<file path="src/rtl/bus_mon_pkg.sv">
// ============================================================================
// bus_mon_pkg : shared state encoding and default constants for the monitor
// Revision    : 1.0
// ============================================================================
`timescale 1ns/1ps
`default_nettype none

package bus_mon_pkg;

    typedef enum logic [1:0] {
        ST_IDLE   = 2'd0,
        ST_ACTIVE = 2'd1,
        ST_ERROR  = 2'd2
    } mon_state_t;

    localparam int c_DEF_NUM_CPUS         = 2;
    localparam int c_DEF_BLOCK_SIZE_WORDS = 2;
    localparam int c_DEF_TIMEOUT          = 25;

    function automatic int unsigned min1_clog2(input int unsigned n);
        return (n > 1) ? $clog2(n) : 1;
    endfunction

endpackage

`default_nettype wire

</file>
<file path="src/rtl/bus_mon_channel.sv">
// ============================================================================
// bus_mon_channel : per-CPU block-transaction watcher (beat timeout, protocol)
// Revision        : 1.0
// ============================================================================
`timescale 1ns/1ps
`default_nettype none

module bus_mon_channel
    import bus_mon_pkg::*;
#(
    parameter int BLOCK_SIZE_WORDS = c_DEF_BLOCK_SIZE_WORDS,
    parameter int TIMEOUT          = c_DEF_TIMEOUT
) (
    input  logic CLK,
    input  logic nRST,
    input  logic i_ren,
    input  logic i_wen,
    input  logic i_dwait,
    input  logic i_clear,
    output logic o_timeout_err,
    output logic o_proto_err,
    output logic o_new_timeout,
    output logic o_new_proto
);

    localparam int c_WAIT_W = $clog2(TIMEOUT + 1);
    localparam int c_BEAT_W = min1_clog2(BLOCK_SIZE_WORDS);
    localparam logic [c_WAIT_W-1:0] c_TIMEOUT   = c_WAIT_W'(TIMEOUT);
    localparam logic [c_BEAT_W-1:0] c_LAST_BEAT = c_BEAT_W'(BLOCK_SIZE_WORDS - 1);

    mon_state_t          r_state;
    logic [c_WAIT_W-1:0] r_wait;
    logic [c_BEAT_W-1:0] r_beat;
    logic                r_timeout;
    logic                r_proto;

    logic                w_both;
    logic                w_one;
    logic [c_WAIT_W-1:0] w_wait_inc;
    logic                w_set_timeout;
    logic                w_set_proto;

    always_comb begin
        w_both        = i_ren & i_wen;
        w_one         = i_ren ^ i_wen;
        w_wait_inc    = r_wait + c_WAIT_W'(1);
        w_set_timeout = 1'b0;
        w_set_proto   = 1'b0;
        case (r_state)
            ST_IDLE:   w_set_proto = w_both;
            ST_ACTIVE: begin
                if (w_both || !w_one) begin
                    w_set_proto = 1'b1;
                end else if (i_dwait && (w_wait_inc == c_TIMEOUT)) begin
                    w_set_timeout = 1'b1;
                end
            end
            ST_ERROR:  w_set_proto = w_both;
            default:   w_set_proto = 1'b0;
        endcase
    end

    // A clear in the same cycle suppresses any error that would have been raised.
    assign o_new_timeout = w_set_timeout & ~r_timeout & ~i_clear;
    assign o_new_proto   = w_set_proto   & ~r_proto   & ~i_clear;
    assign o_timeout_err = r_timeout;
    assign o_proto_err   = r_proto;

    always_ff @(posedge CLK or negedge nRST) begin
        if (!nRST) begin
            r_state   <= ST_IDLE;
            r_wait    <= '0;
            r_beat    <= '0;
            r_timeout <= 1'b0;
            r_proto   <= 1'b0;
        end else if (i_clear) begin
            r_state   <= ST_IDLE;
            r_wait    <= '0;
            r_beat    <= '0;
            r_timeout <= 1'b0;
            r_proto   <= 1'b0;
        end else begin
            if (w_set_timeout) r_timeout <= 1'b1;
            if (w_set_proto)   r_proto   <= 1'b1;
            case (r_state)
                ST_IDLE: begin
                    r_wait <= '0;
                    r_beat <= '0;
                    if (w_both) begin
                        r_state <= ST_ERROR;
                    end else if (w_one) begin
                        // A beat completing in the accept cycle counts as beat 0.
                        if (i_dwait) begin
                            r_state <= ST_ACTIVE;
                        end else if (c_LAST_BEAT != '0) begin
                            r_state <= ST_ACTIVE;
                            r_beat  <= c_BEAT_W'(1);
                        end
                    end
                end
                ST_ACTIVE: begin
                    if (w_both) begin
                        r_state <= ST_ERROR;
                    end else if (!w_one) begin
                        r_state <= ST_IDLE;
                        r_wait  <= '0;
                        r_beat  <= '0;
                    end else if (!i_dwait) begin
                        r_wait <= '0;
                        if (r_beat == c_LAST_BEAT) begin
                            r_state <= ST_IDLE;
                            r_beat  <= '0;
                        end else begin
                            r_beat <= r_beat + c_BEAT_W'(1);
                        end
                    end else begin
                        r_wait <= w_wait_inc;
                        if (w_wait_inc == c_TIMEOUT) r_state <= ST_ERROR;
                    end
                end
                ST_ERROR: r_state <= ST_ERROR;
                default:  r_state <= ST_IDLE;
            endcase
        end
    end

endmodule

`default_nettype wire

</file>
<file path="src/rtl/bus_timeout_monitor.sv">
// ============================================================================
// bus_timeout_monitor : NUM_CPUS channel watchers plus shared error reporting
// Revision            : 1.0
// ============================================================================
`timescale 1ns/1ps
`default_nettype none

module bus_timeout_monitor
    import bus_mon_pkg::*;
#(
    parameter int NUM_CPUS         = c_DEF_NUM_CPUS,
    parameter int BLOCK_SIZE_WORDS = c_DEF_BLOCK_SIZE_WORDS,
    parameter int TIMEOUT          = c_DEF_TIMEOUT
) (
    input  logic                                 CLK,
    input  logic                                 nRST,
    input  logic [NUM_CPUS-1:0]                  dREN,
    input  logic [NUM_CPUS-1:0]                  dWEN,
    input  logic [NUM_CPUS-1:0]                  dwait,
    input  logic [NUM_CPUS-1:0]                  clear,
    output logic [NUM_CPUS-1:0]                  timeout_err,
    output logic [NUM_CPUS-1:0]                  proto_err,
    output logic                                 err_valid,
    output logic [min1_clog2(NUM_CPUS)-1:0]      err_cpu,
    output logic [7:0]                           err_count
);

    localparam int c_CPU_W = min1_clog2(NUM_CPUS);

    logic [NUM_CPUS-1:0] w_new_to;
    logic [NUM_CPUS-1:0] w_new_pr;
    logic [NUM_CPUS-1:0] w_new;
    logic [c_CPU_W-1:0]  w_first;
    logic [8:0]          w_add;
    logic [8:0]          w_sum;

    logic                r_err_valid;
    logic [c_CPU_W-1:0]  r_err_cpu;
    logic [7:0]          r_err_count;

    for (genvar g = 0; g < NUM_CPUS; g++) begin : g_ch
        bus_mon_channel #(
            .BLOCK_SIZE_WORDS (BLOCK_SIZE_WORDS),
            .TIMEOUT          (TIMEOUT)
        ) u_ch (
            .CLK           (CLK),
            .nRST          (nRST),
            .i_ren         (dREN[g]),
            .i_wen         (dWEN[g]),
            .i_dwait       (dwait[g]),
            .i_clear       (clear[g]),
            .o_timeout_err (timeout_err[g]),
            .o_proto_err   (proto_err[g]),
            .o_new_timeout (w_new_to[g]),
            .o_new_proto   (w_new_pr[g])
        );
    end

    // Descending scan so the lowest-index reporting channel wins.
    always_comb begin
        w_new   = w_new_to | w_new_pr;
        w_first = '0;
        for (int i = NUM_CPUS - 1; i >= 0; i--) begin
            if (w_new[i]) w_first = c_CPU_W'(i);
        end
        w_add = '0;
        for (int i = 0; i < NUM_CPUS; i++) begin
            w_add = w_add + 9'(w_new_to[i]) + 9'(w_new_pr[i]);
        end
        w_sum = {1'b0, r_err_count} + w_add;
    end

    always_ff @(posedge CLK or negedge nRST) begin
        if (!nRST) begin
            r_err_valid <= 1'b0;
            r_err_cpu   <= '0;
            r_err_count <= '0;
        end else begin
            r_err_valid <= |w_new;
            if (|w_new) r_err_cpu <= w_first;
            r_err_count <= (w_sum > 9'd255) ? 8'hFF : w_sum[7:0];
        end
    end

    assign err_valid = r_err_valid;
    assign err_cpu   = r_err_cpu;
    assign err_count = r_err_count;

endmodule

`default_nettype wire

</file>
<file path="config.mk">
export PLATFORM = sky130hd
export DESIGN_NAME = bus_timeout_monitor
export DESIGN_NICKNAME = d
export VERILOG_FILES = /design/src/rtl/bus_mon_pkg.sv /design/src/rtl/bus_mon_channel.sv /design/src/rtl/bus_timeout_monitor.sv
export SDC_FILE = /design/constraint.sdc
export NUM_CORES = 1
export LEC_CHECK = 0
export BUFFER_PORTS_ARGS = -buffer_cell sky130_fd_sc_hd__buf_2
export CAP_MARGIN = 20
export CORE_ASPECT_RATIO = 0.6
export CORE_MARGIN = 2
export CORE_UTILIZATION = 50
export CTS_BUF_LIST = sky130_fd_sc_hd__clkbuf_2
export CTS_CLUSTER_SIZE = 40
export DETAILED_ROUTE_END_ITERATION = 6
export PLACE_DENSITY = 0.71
export SLEW_MARGIN = 20
export SYNTH_ARGS = -nofsm -noshare
export SYNTH_HDL_FRONTEND = slang
export SYNTH_SLANG_ARGS = --single-unit
export TNS_END_PERCENT = 20
</file>
<file path="constraint.sdc">
create_clock -name CLK -period 3.25 [get_ports CLK]
set_input_delay 0.8125 -clock CLK [delete_from_list [all_inputs] [get_ports CLK]]
set_output_delay 0.8125 -clock CLK [all_outputs]
set_load 0.01 [all_outputs]
</file>
==> flow_metrics.tcl <==
set metrics [dict create \
    status "finished clean" \
    hold_buffers 0 \
    register_area_um2 751 \
    syn_area_per_cell_um2 9.48 \
    setup-violations-final 0 \
    initial_core_util_pct 54.1 \
    synth-async-reset-ratio_pct 100 \
    fin_area_mm2 0.00214 \
    hpwl_um 2930 \
    cts_num_sinks 30 \
    cap_viol_max_count 0 \
    synth_ff_type "dfrtp_1" \
    relSlewSlack_pct 56.1 \
    cpLargestDelayFamily "adder cells" \
    final_net_count 251 \
    grt_usage_pct 21.6 \
    synth_edf_count 0 \
    arrival_ps 3430 \
    multi_input_area_mm2 0.00100 \
    rsz0062_at_grt "no" \
    min_path_type "in -> async" \
    cts_buffers 5 \
    nFillCells 284 \
    p_per_area_mw_per_mm2 421 \
    synth_top_area_share_pct 41.0 \
    antenna_left 0 \
    die_x_um 82.1 \
    netlist_instances 193 \
    layout_min_cycle_time_ps 3120 \
    synthesis.nets 215 \
    drt_iter0_drc 144 \
    wl_um 3840 \
    cp_cell_sequence "clkbuf_4 > inv_12 > ha_4 > nor3_2 > a21oi_2 > nor3_4 > inv_1 > fa_1 > inv_1 > fa_2 > fa_2 > and3_4 > and2_1 > a21oi_1" \
    tightest_slew_ps 658 \
    cpMaxStageDelayCell "fa_1" \
    grt_pass1_wl_um 6570 \
    worst_hold_slack_ps 437 \
    drive_gt1_share_pct 26.8 \
    row_count 16 \
    slowest_delay_ps 500 \
    yosys.area.top_type "dfrtp_1" \
    vias 1513 \
    drv_slew 0 \
    vdd_drop_max_uv 336 \
    post-route-period-util_pct 95.9 \
    fmax_ghz 0.321 \
    htreeDepth 2 \
    cp_max_fo 4 \
    ys_seq_area_share_pct 41.0 \
    insertion_delay_ps 380 \
    grt_max_degree 31 \
    cts_tree "built" \
    top_level_ports 24 \
    core-area_mm2 0.00338 \
    port_buffers 23 \
    yosysUniqueCellTypes 46 \
    synth_area_leaders "dfrtp_1, ha_1, inv_1" \
    gp_congestion 0.900 \
    die_h_um 50.9 \
    overflow 0 \
    antenna_found_initial 0 \
    pre_cts_slack_ps -439 \
    place_area_mm2 0.00209 \
    startpoint_type "primary input" \
    ys_warn_count 0 \
    clk_path_buf_depth 2 \
    netlist_area_mm2 0.00183 \
    fin_ws_ps 132 \
    crit_type "in -> reg" \
    end_kind "register" \
    drc_errors 0 \
    clkTransAtPathRegs_ps 140 \
    diodes 0 \
    power.total_w 0.000900 \
    p_leak_nw 1.01 \
    die_area_mm2 0.00417 \
    finalHoldViolations 0 \
    drt_pass1_iterations 4 \
    viasPerCell 5.54 \
    area_growth_pct 16.9 \
    critPathBufInv 4 \
    rr_worst_depth 12 \
    utilization_pct 63.2 \
    wire_per_inst_um 14.1 \
    required_ps 3560 \
    cp.depth 14 \
    ys_ff_latch 30 \
    clock_skew_ps 7.26 \
    grt_pass1_vias 1451 \
    cts_root_buffer "clkbuf_2" \
]
## registers in the layout, summed over array words and instances (netlist names)
register and count:
err_valid 1, g_ch.u_ch.o_proto_err 2, g_ch.u_ch.o_timeout_err 2, g_ch.u_ch.r_beat 2, g_ch.u_ch.r_state 4, err_cpu 1
g_ch.u_ch.r_wait 10, err_count 8
## path summary, 6_finish.rpt
check | from | endpoint | slack [ps]
hold / removal | nRST | err_count[3] | 440
setup reg to reg | g_ch[1].u_ch.r_state[0] | err_count[6] | 370
min in group CLK | err_count[6] | err_count[6] | 550
max in group asynchronous | nRST | g_ch[0].u_ch.r_wait[0] | 2390
hold reg to reg | err_count[6] | err_count[6] | 550
setup / recovery | dWEN[1] | err_count[6] | 130
## power by group
group / internal, W / leakage, nW / switching (W)
clock network: 0.0000426 / 0.0223 / 0.000128
registers: 0.000423 / 0.396 / 0.0000538
logic: 0.000120 / 0.594 / 0.000133
## metal layers
metal | part of all wire (%) | GRT usage (%) | vias up
met5 | 0 | 0 | -
met4 | 1.6 | 9.72 | 0
met3 | 3.9 | 5.30 | 6
met2 | 48 | 33.9 | 37
met1 | 46 | 28.6 | 727
li1 | - | - | 743
## through the flow
step | std cells | setup TNS (ps)
after floorplan | 193 | -39.6
after global placement | 266 | -2350
after detailed placement | 266 | -3200
after CTS | 272 | 0
after global routing | 273 | 0
final | 273 | 0
## placed cells by master, fill, tap and decap left out, types with 2 or more instances in the layout
master / count
o21ai_0: 11
nor2b_1: 3
a21oi_2: 2
dfrtp_1: 30
o21ai_1: 3
buf_4: 12
nor3_2: 2
nor2_1: 14
ha_1: 8
a21oi_1: 13
xnor2_1: 3
nor3_1: 5
clkbuf_2: 5
buf_2: 22
nand2_1: 14
nand3_1: 6
nor3b_1: 4
and3_1: 2
a31oi_1: 3
nand2b_1: 5
nand4_1: 2
nand3_2: 2
fa_2: 2
inv_1: 19
mux2_2: 3
a22o_1: 3
## synthesized netlist by cell type (2+ instances only)
library cell	n
nand2_1	14
nor2_1	14
inv_1	21
o21ai_1	3
nor2b_1	3
nand3_1	7
nor3_1	8
fa_1	3
a22o_1	3
and3_1	3
nor3b_1	4
o21ai_0	11
xnor2_1	3
a31oi_1	3
nand2b_1	5
nand4_1	2
mux2_2	3
ha_1	9
buf_4	5
dfrtp_1	30
a21oi_1	14
## timing repair
item / in CTS / in global routing
endpoints found under the setup margin: 0 / 8
resized for setup: 0 / 2
buffers inserted: 0 / 1
## cell type report
cell class	instances	share of cell area [%]
Clock inverter	1	0.176
Sequential cell	30	35.1
Clock buffer	5	1.17
Timing Repair Buffer	35	9.71
Multi-Input combinational cell	136	46.9
Tap cell	45	2.63
Inverter	21	4.27
## cells by family after synthesis
| group | Yosys count | share of synthesized area, % |
|---|---|---|
| AND/OR/NAND/NOR | 68 | 19.6 |
| AO/OA/AOI/OAI | 48 | 18.3 |
| flip-flops | 30 | 41.0 |
| buffers and inverters | 27 | 6.98 |
| adder cells (fa/ha/maj) | 12 | 9.44 |
| XOR/XNOR | 4 | 1.92 |
| multiplexers | 4 | 2.67 |
Power figures use the tool's default switching activity.
